[src/rtl/tap_seq_pkg.sv]
// Shared types and limits for the JTAG TAP sequencer: opcodes, tracked TAP
// states, shift length bound and reset-walk length.
package tap_seq_pkg;

   localparam int MAX_LEN    = 32;
   localparam int RESET_WALK = 5;

   typedef enum logic [1:0] {
      OP_RESET    = 2'b00,
      OP_IDLE     = 2'b01,
      OP_SHIFT_IR = 2'b10,
      OP_SHIFT_DR = 2'b11
   } tap_op_e;

   typedef enum logic [2:0] {
      ST_WALK_RST,
      ST_IDLE,
      ST_SEL_DR,
      ST_SEL_IR,
      ST_CAPTURE,
      ST_SHIFT,
      ST_EXIT1,
      ST_UPDATE
   } tap_state_e;

   // Effective length minus one: 0 behaves as 1, anything above MAX_LEN saturates.
   function automatic logic [4:0] eff_len_m1(input logic [5:0] len);
      logic [4:0] r;
      if (len == 6'd0)
         r = 5'd0;
      else if (len > 6'(MAX_LEN))
         r = 5'(MAX_LEN - 1);
      else
         r = 5'(len - 6'd1);
      return r;
   endfunction

endpackage

[src/rtl/tap_seq_shifter.sv]
// TDI shift register, shift bit counter and (with TAP_SEQ_TDO_CAPTURE_EN)
// the TDO capture / response registers. TDI side moves on falling TCLK.
module tap_seq_shifter
   import tap_seq_pkg::*;
(
   input  logic                TCLK,
   input  logic                rst,
   input  logic                load,
   input  logic [MAX_LEN-1:0]  load_data,
   input  logic                in_shift,
   input  logic                tdo,
   input  logic                rsp_latch,
   output logic                tdi,
   output logic [4:0]          bit_cnt,
   output logic [MAX_LEN-1:0]  rsp_data
);

   logic [MAX_LEN-1:0] sr;

   // bit_cnt equals the index of the shift cycle in progress
   always_ff @(negedge TCLK) begin
      if (rst) begin
         sr      <= '0;
         bit_cnt <= '0;
      end else if (load) begin
         sr      <= load_data;
         bit_cnt <= '0;
      end else if (in_shift) begin
         sr      <= sr >> 1;
         bit_cnt <= bit_cnt + 5'd1;
      end
   end

   assign tdi = in_shift & sr[0];

`ifdef TAP_SEQ_TDO_CAPTURE_EN
   logic [MAX_LEN-1:0] cap;

   // First bit of a shift clears the rest so bits above the length read 0.
   always_ff @(posedge TCLK) begin
      if (in_shift) begin
         if (bit_cnt == 5'd0)
            cap <= {{(MAX_LEN-1){1'b0}}, tdo};
         else
            cap[bit_cnt] <= tdo;
      end
   end

   always_ff @(negedge TCLK) begin
      if (rst)
         rsp_data <= '0;
      else if (rsp_latch)
         rsp_data <= cap;
   end
`else
   logic unused_capture;
   assign unused_capture = tdo ^ rsp_latch;
   assign rsp_data       = '0;
`endif

endmodule

[src/rtl/tap_sequencer.sv]
// JTAG TAP sequencer: runs RESET/IDLE/SHIFT_IR/SHIFT_DR commands on TMS/TDI.
// TDO capture is built only with TAP_SEQ_TDO_CAPTURE_EN defined.
//
// state    | meaning
// WALK_RST | TMS=1 walk into Test-Logic-Reset, then one TMS=0 cycle
// IDLE     | Run-Test/Idle; ready, or running an IDLE op / first cycle of a shift
// SEL_DR   | Select-DR-Scan (TMS=1 again for IR ops)
// SEL_IR   | Select-IR-Scan
// CAPTURE  | Capture-DR/IR
// SHIFT    | Shift-DR/IR, one bit per cycle, TMS=1 on the last bit
// EXIT1    | Exit1, TMS=1 into Update
// UPDATE   | Update, TMS=0 back to Run-Test/Idle
module tap_sequencer
   import tap_seq_pkg::*;
(
   input  logic        TCLK,
   input  logic        Rst,
   input  logic        CmdValid,
   output logic        CmdReady,
   input  logic [1:0]  CmdOp,
   input  logic [5:0]  CmdLen,
   input  logic [31:0] CmdData,
   input  logic        TDO,
   output logic        TMS,
   output logic        TDI,
   output logic        RspValid,
   output logic [31:0] RspData,
   output logic        Busy
);

   tap_state_e state;
   tap_op_e    op;
   logic [4:0] len_m1;
   logic [5:0] cnt;
   logic       tms;
   logic       cmd_ready;
   logic       rsp_valid;
   logic [4:0] bit_cnt;
   logic       accept;
   logic       in_shift;
   logic       rsp_latch;

   assign accept    = cmd_ready & CmdValid & (state == ST_IDLE);
   assign in_shift  = (state == ST_SHIFT);
   assign rsp_latch = (state == ST_UPDATE);

   // Each falling edge picks the state and TMS value for the cycle it opens.
   always_ff @(negedge TCLK) begin
      if (Rst) begin
         state     <= ST_WALK_RST;
         op        <= OP_RESET;
         len_m1    <= '0;
         cnt       <= 6'(RESET_WALK + 1);
         tms       <= 1'b1;
         cmd_ready <= 1'b0;
         rsp_valid <= 1'b0;
      end else begin
         rsp_valid <= 1'b0;
         case (state)
            ST_WALK_RST: begin
               if (cnt == 6'd0) begin
                  state     <= ST_IDLE;
                  tms       <= 1'b0;
                  cmd_ready <= 1'b1;
               end else begin
                  tms <= (cnt > 6'd1);
                  cnt <= cnt - 6'd1;
               end
            end
            ST_IDLE: begin
               if (cmd_ready) begin
                  tms <= 1'b0;
                  if (accept) begin
                     op        <= tap_op_e'(CmdOp);
                     len_m1    <= eff_len_m1(CmdLen);
                     cmd_ready <= 1'b0;
                     case (tap_op_e'(CmdOp))
                        OP_RESET: begin
                           state <= ST_WALK_RST;
                           tms   <= 1'b1;
                           cnt   <= 6'(RESET_WALK);
                        end
                        OP_IDLE:  cnt <= {1'b0, eff_len_m1(CmdLen)};
                        default:  tms <= 1'b1;
                     endcase
                  end
               end else begin
                  case (op)
                     OP_IDLE: begin
                        tms <= 1'b0;
                        if (cnt == 6'd0)
                           cmd_ready <= 1'b1;
                        else
                           cnt <= cnt - 6'd1;
                     end
                     OP_SHIFT_IR, OP_SHIFT_DR: begin
                        state <= ST_SEL_DR;
                        tms   <= (op == OP_SHIFT_IR);
                     end
                     default: begin
                        tms       <= 1'b0;
                        cmd_ready <= 1'b1;
                     end
                  endcase
               end
            end
            ST_SEL_DR: begin
               state <= (op == OP_SHIFT_IR) ? ST_SEL_IR : ST_CAPTURE;
               tms   <= 1'b0;
            end
            ST_SEL_IR: begin
               state <= ST_CAPTURE;
               tms   <= 1'b0;
            end
            ST_CAPTURE: begin
               state <= ST_SHIFT;
               tms   <= (len_m1 == 5'd0);
            end
            ST_SHIFT: begin
               if (bit_cnt == len_m1) begin
                  state <= ST_EXIT1;
                  tms   <= 1'b1;
               end else begin
                  tms <= (5'(bit_cnt + 5'd1) == len_m1);
               end
            end
            ST_EXIT1: begin
               state <= ST_UPDATE;
               tms   <= 1'b0;
            end
            ST_UPDATE: begin
               state     <= ST_IDLE;
               tms       <= 1'b0;
               cmd_ready <= 1'b1;
               rsp_valid <= 1'b1;
            end
            default: begin
               state <= ST_WALK_RST;
               tms   <= 1'b1;
               cnt   <= 6'(RESET_WALK + 1);
            end
         endcase
      end
   end

   tap_seq_shifter u_shifter (
      .TCLK      (TCLK),
      .rst       (Rst),
      .load      (accept),
      .load_data (CmdData),
      .in_shift  (in_shift),
      .tdo       (TDO),
      .rsp_latch (rsp_latch),
      .tdi       (TDI),
      .bit_cnt   (bit_cnt),
      .rsp_data  (RspData)
   );

   assign TMS      = tms;
   assign CmdReady = cmd_ready;
   assign RspValid = rsp_valid;
   assign Busy     = ~cmd_ready;

endmodule

[config.mk]
export PLATFORM = sky130hd
export DESIGN_NAME = tap_sequencer
export DESIGN_NICKNAME = d
export VERILOG_FILES = /design/src/rtl/tap_seq_pkg.sv /design/src/rtl/tap_seq_shifter.sv /design/src/rtl/tap_sequencer.sv
export SDC_FILE = /design/constraint.sdc
export NUM_CORES = 1
export LEC_CHECK = 0
export CAP_MARGIN = 5
export CORE_UTILIZATION = 45
export DETAILED_ROUTE_END_ITERATION = 12
export HOLD_SLACK_MARGIN = 0.05
export PLACE_DENSITY_LB_ADDON = 0.25
export SLEW_MARGIN = 25
export SYNTH_ARGS = -nofsm -noshare
export SYNTH_HDL_FRONTEND = slang
export SYNTH_SLANG_ARGS = --single-unit
[constraint.sdc]
create_clock -name TCLK -period 1.77 [get_ports TCLK]
set_clock_uncertainty 0.15 [all_clocks]
set_input_delay 0.354 -clock TCLK [delete_from_list [all_inputs] [get_ports TCLK]]
set_output_delay 0.354 -clock TCLK [all_outputs]
set_load 0.05 [all_outputs]
==> flow_metrics.py, run 1 <==
metrics = {
    "outcome": {
        "status": "complete, but fails checks",
        "violations": "negative setup slack",
    },
    "job": {
        "maxCapViolCount": 0,
    },
    "route": {
        "drtIter0Drc": 271,
        "detail-route-antenna-nets": 0,
        "viasPerCell": 5.73,
        "finalWirelength_mm": 12.0,
        "firstDrtPassIters": 5,
        "via_count": 3949,
        "post-route-drc-count": 0,
        "routedWlPerCell_um": 17.4,
    },
    "sta": {
        "layout_setup_ws_ps": -767,
        "finalMaxSlewViolations": 0,
        "relSlewSlack_pct": 65.7,
        "tightest_slew_ps": 513,
        "fin_setup_tns_ps": -12620,
        "setup_viol": 59,
        "rsz0062_at_grt": "yes",
        "hold_viol_final": 0,
    },
    "die": {
        "io_pins": 81,
        "die_h_um": 88.3,
        "die_width_um": 88.3,
        "die_area_um2": 7790,
        "core_um2": 7210,
        "rows": 31,
        "initial_core_util_pct": 46.4,
    },
    "critical_path": {
        "worstSetupEndpointType": "primary output",
        "cp.arrival_ps": 2030,
        "crit_family": "flip-flops",
        "worstSetupPathType": "reg2out",
        "crit_required_ps": 1270,
        "worst-path-buf-inv": 1,
        "cpPeakStageDelay_ps": 310,
        "crit_path_start_kind": "flip-flop",
        "cpMaxStageDelayCell": "dfxtp_1",
        "path_max_fanout": 2,
        "crit_chain": "nand3b_4, nor2_4, buf_12",
    },
    "grt": {
        "grt_max_degree": 37,
        "grt_pass1_vias": 3759,
        "track_usage_pct": 28.7,
        "grt_overflow": 0,
        "antenna_found_initial": 0,
        "grt_pass1_wl_mm": 17.5,
    },
    "placed_design": {
        "port_buffers": 47,
        "place.gp.congestion": 1.00,
        "dp_cells": 593,
        "hpwl_mm": 5.98,
    },
    "cts": {
        "cts_hold_buf": 0,
        "cts-buffers-inserted": 5,
        "clockBufferDepth": 2,
        "htreeDepth": 2,
        "cts_tree": "done",
        "cts_sinks": 56,
        "root_buffer": "clkbuf_8",
        "clk_pin_slew_ps": 50,
        "worstSkewPairLatency_ps": 410,
    },
    "finish": {
        "drive_above_1_share_pct": 36.6,
        "final_cell_count_no_fill": 689,
        "antenna_cells": 0,
        "area_delta_synth_final_pct": 65.8,
        "nNetsFinal": 639,
        "fillers": 434,
    },
    "yosys": {
        "synth_cell_types": 64,
        "netlist_instances": 427,
        "ys_ff_latch": 56,
        "synth.area.top_cells": "dfxtp_1, nand2_1, a311oi_1",
        "synth_ff_type": "dfxtp_1",
        "yosys_warnings": 0,
        "synth_top_cell_area_share_pct": 33.5,
        "synth_area_leader_cell": "dfxtp_1",
        "postSynth.asyncResetShare_pct": 0,
        "synth-edff-count": 0,
        "syn_avg_cell_area_um2": 7.84,
        "syn-cell-area_um2": 3350,
        "synth-seq-area-share_pct": 33.5,
    },
    "pwr": {
        "power_mw": 4.20,
        "p_leak_nw": 2.35,
        "powerDensity_nw_per_um2": 756,
        "peakVddDrop_mv": 0.375,
    },
    "worst_hold_path": {
        "hp-class": "reg2reg",
    },
}
[power by group]
part	internal (mW)	leakage [nW]	switching [mW]
logic	0.659	1.54	0.741
registers	1.33	0.455	0.0704
clock network	0.465	0.350	0.925
total	2.46	2.35	1.74
[path summary, 6_finish.rpt]
check                                                   start                       endpoint  slack [ps]  cells after the start
worst max-delay path                    state[1]$_SDFFE_NP0P_                            TDI        -770                      3
worst min-delay path            u_shifter.sr[26]$_SDFFE_NP0P_  u_shifter.sr[25]$_SDFFE_NP0P_         330                      2
worst max register to register          CmdReady$_SDFFE_NP0P_            cnt[1]$_SDFFE_NP1P_        -220                      6
worst min register to register  u_shifter.sr[26]$_SDFFE_NP0P_  u_shifter.sr[25]$_SDFFE_NP0P_         330                      2
[cell type report]
cell class              instances  area (um2)  share of cell area [%]
repair buffers                131        1450                    26.1
inverters                      10        85.1                    1.53
multi-input cells             329        2450                    44.1
flip-flops and latches         56        1130                    20.4
well taps                      99         124                    2.23
clock buffers                   5        68.8                    1.24
clock inverters                59         244                    4.39
[stage by stage]
| stage | worst slack (ps) | cell area [um2] | utilization [%] | hold slack, ps |
|---|---|---|---|---|
| after global routing | -773 | 5550 | 77.0 | 339 |
| after floorplan | -631 | 3770 | - | 296 |
| after detailed placement | -1220 | 4310 | 59.7 | 316 |
| after CTS | -752 | 5350 | 74.1 | 320 |
| final | -767 | 5550 | 77.0 | 327 |
| after global placement | -1150 | 4310 | 59.7 | 307 |
[state kept, by name, summed over array words and instances, names as in the netlist]
register           cells
cnt                    6
state                  3
u_shifter.sr          32
op                     2
RspValid               1
len_m1                 5
u_shifter.bit_cnt      5
TMS                    1
CmdReady               1
[worst min-delay path, delay by kind of cell (launching register included)]
kind	cells	cell delay, ps
compound gates	1	70
simple gates	1	50
flops	1	300
[synth_stat cells (4+ instances only)]
library cell  count
nand2b_1          4
nand2_1          74
nor2b_1           8
xor2_1            5
clkbuf_1         15
a211oi_1          5
nor2_1           49
nor3_1           13
a311oi_1         30
o21ai_0          10
buf_4            34
buf_2             9
and3_1            4
xnor2_1           7
inv_1            11
nand3_1           7
buf_6             4
a21oi_1          17
ha_1              6
dfxtp_1          56
[per-layer routing]
metal	track usage, %	share of wire [%]
met2	48.0	50
met1	35.2	41
met4	11.9	2.6
met5	0	0
met3	7.28	5.8
[placed cells by master, fill, tap and decap left out, types with 4 or more instances in the layout]
| cell type | synthesis | layout |
|---|---|---|
| a21oi_1 | 17 | 9 |
| a21oi_2 | 0 | 6 |
| a311oi_1 | 30 | 10 |
| a311oi_2 | 0 | 20 |
| buf_12 | 0 | 11 |
| buf_16 | 0 | 6 |
| buf_4 | 34 | 51 |
| buf_6 | 4 | 20 |
| buf_8 | 0 | 5 |
| clkbuf_8 | 0 | 5 |
| clkdlybuf4s50_1 | 0 | 32 |
| conb_1 | 1 | 32 |
| dfxtp_1 | 56 | 51 |
| ha_1 | 6 | 4 |
| inv_1 | 11 | 60 |
| nand2_1 | 74 | 72 |
| nand3_1 | 7 | 4 |
| nor2_1 | 49 | 20 |
| nor2_2 | 0 | 22 |
| nor2_4 | 0 | 7 |
| nor2b_1 | 8 | 6 |
| nor3_1 | 13 | 6 |
| nor3_2 | 0 | 6 |
| o21ai_0 | 10 | 6 |
| xnor2_1 | 7 | 7 |
| xor2_1 | 5 | 5 |
[timing repair]
action / in CTS / in global routing
endpoints found under the setup margin: 59 / 59
buffers inserted: 18 / 14
pin swaps: 56 / 27
cloned: 8 / 1
gates resized for setup: 132 / 52
[kinds of logic (layout without fill, tap and decap cells)]
family | Yosys count | in the layout | synth area share, %
AOI/OAI and AO/OA | 91 | 91 | 20.3
xor gates and xnor gates | 12 | 12 | 3.14
adders and majority gates | 6 | 6 | 2.24
buffers and inverters | 73 | 205 | 13.2
DFF | 56 | 56 | 33.5
muxes | 3 | 3 | 0.934
other | 1 | 32 | 0.112
and+or+nand+nor | 185 | 185 | 26.6
Power figures use the tool's default switching activity.
==> run 2, diff against run 1 <==
Settings changed: SETUP_SLACK_MARGIN set to 0.02.
==> results of run 2 <==
Same layout as run 1: the final DEF is identical, and so are final timing and power.
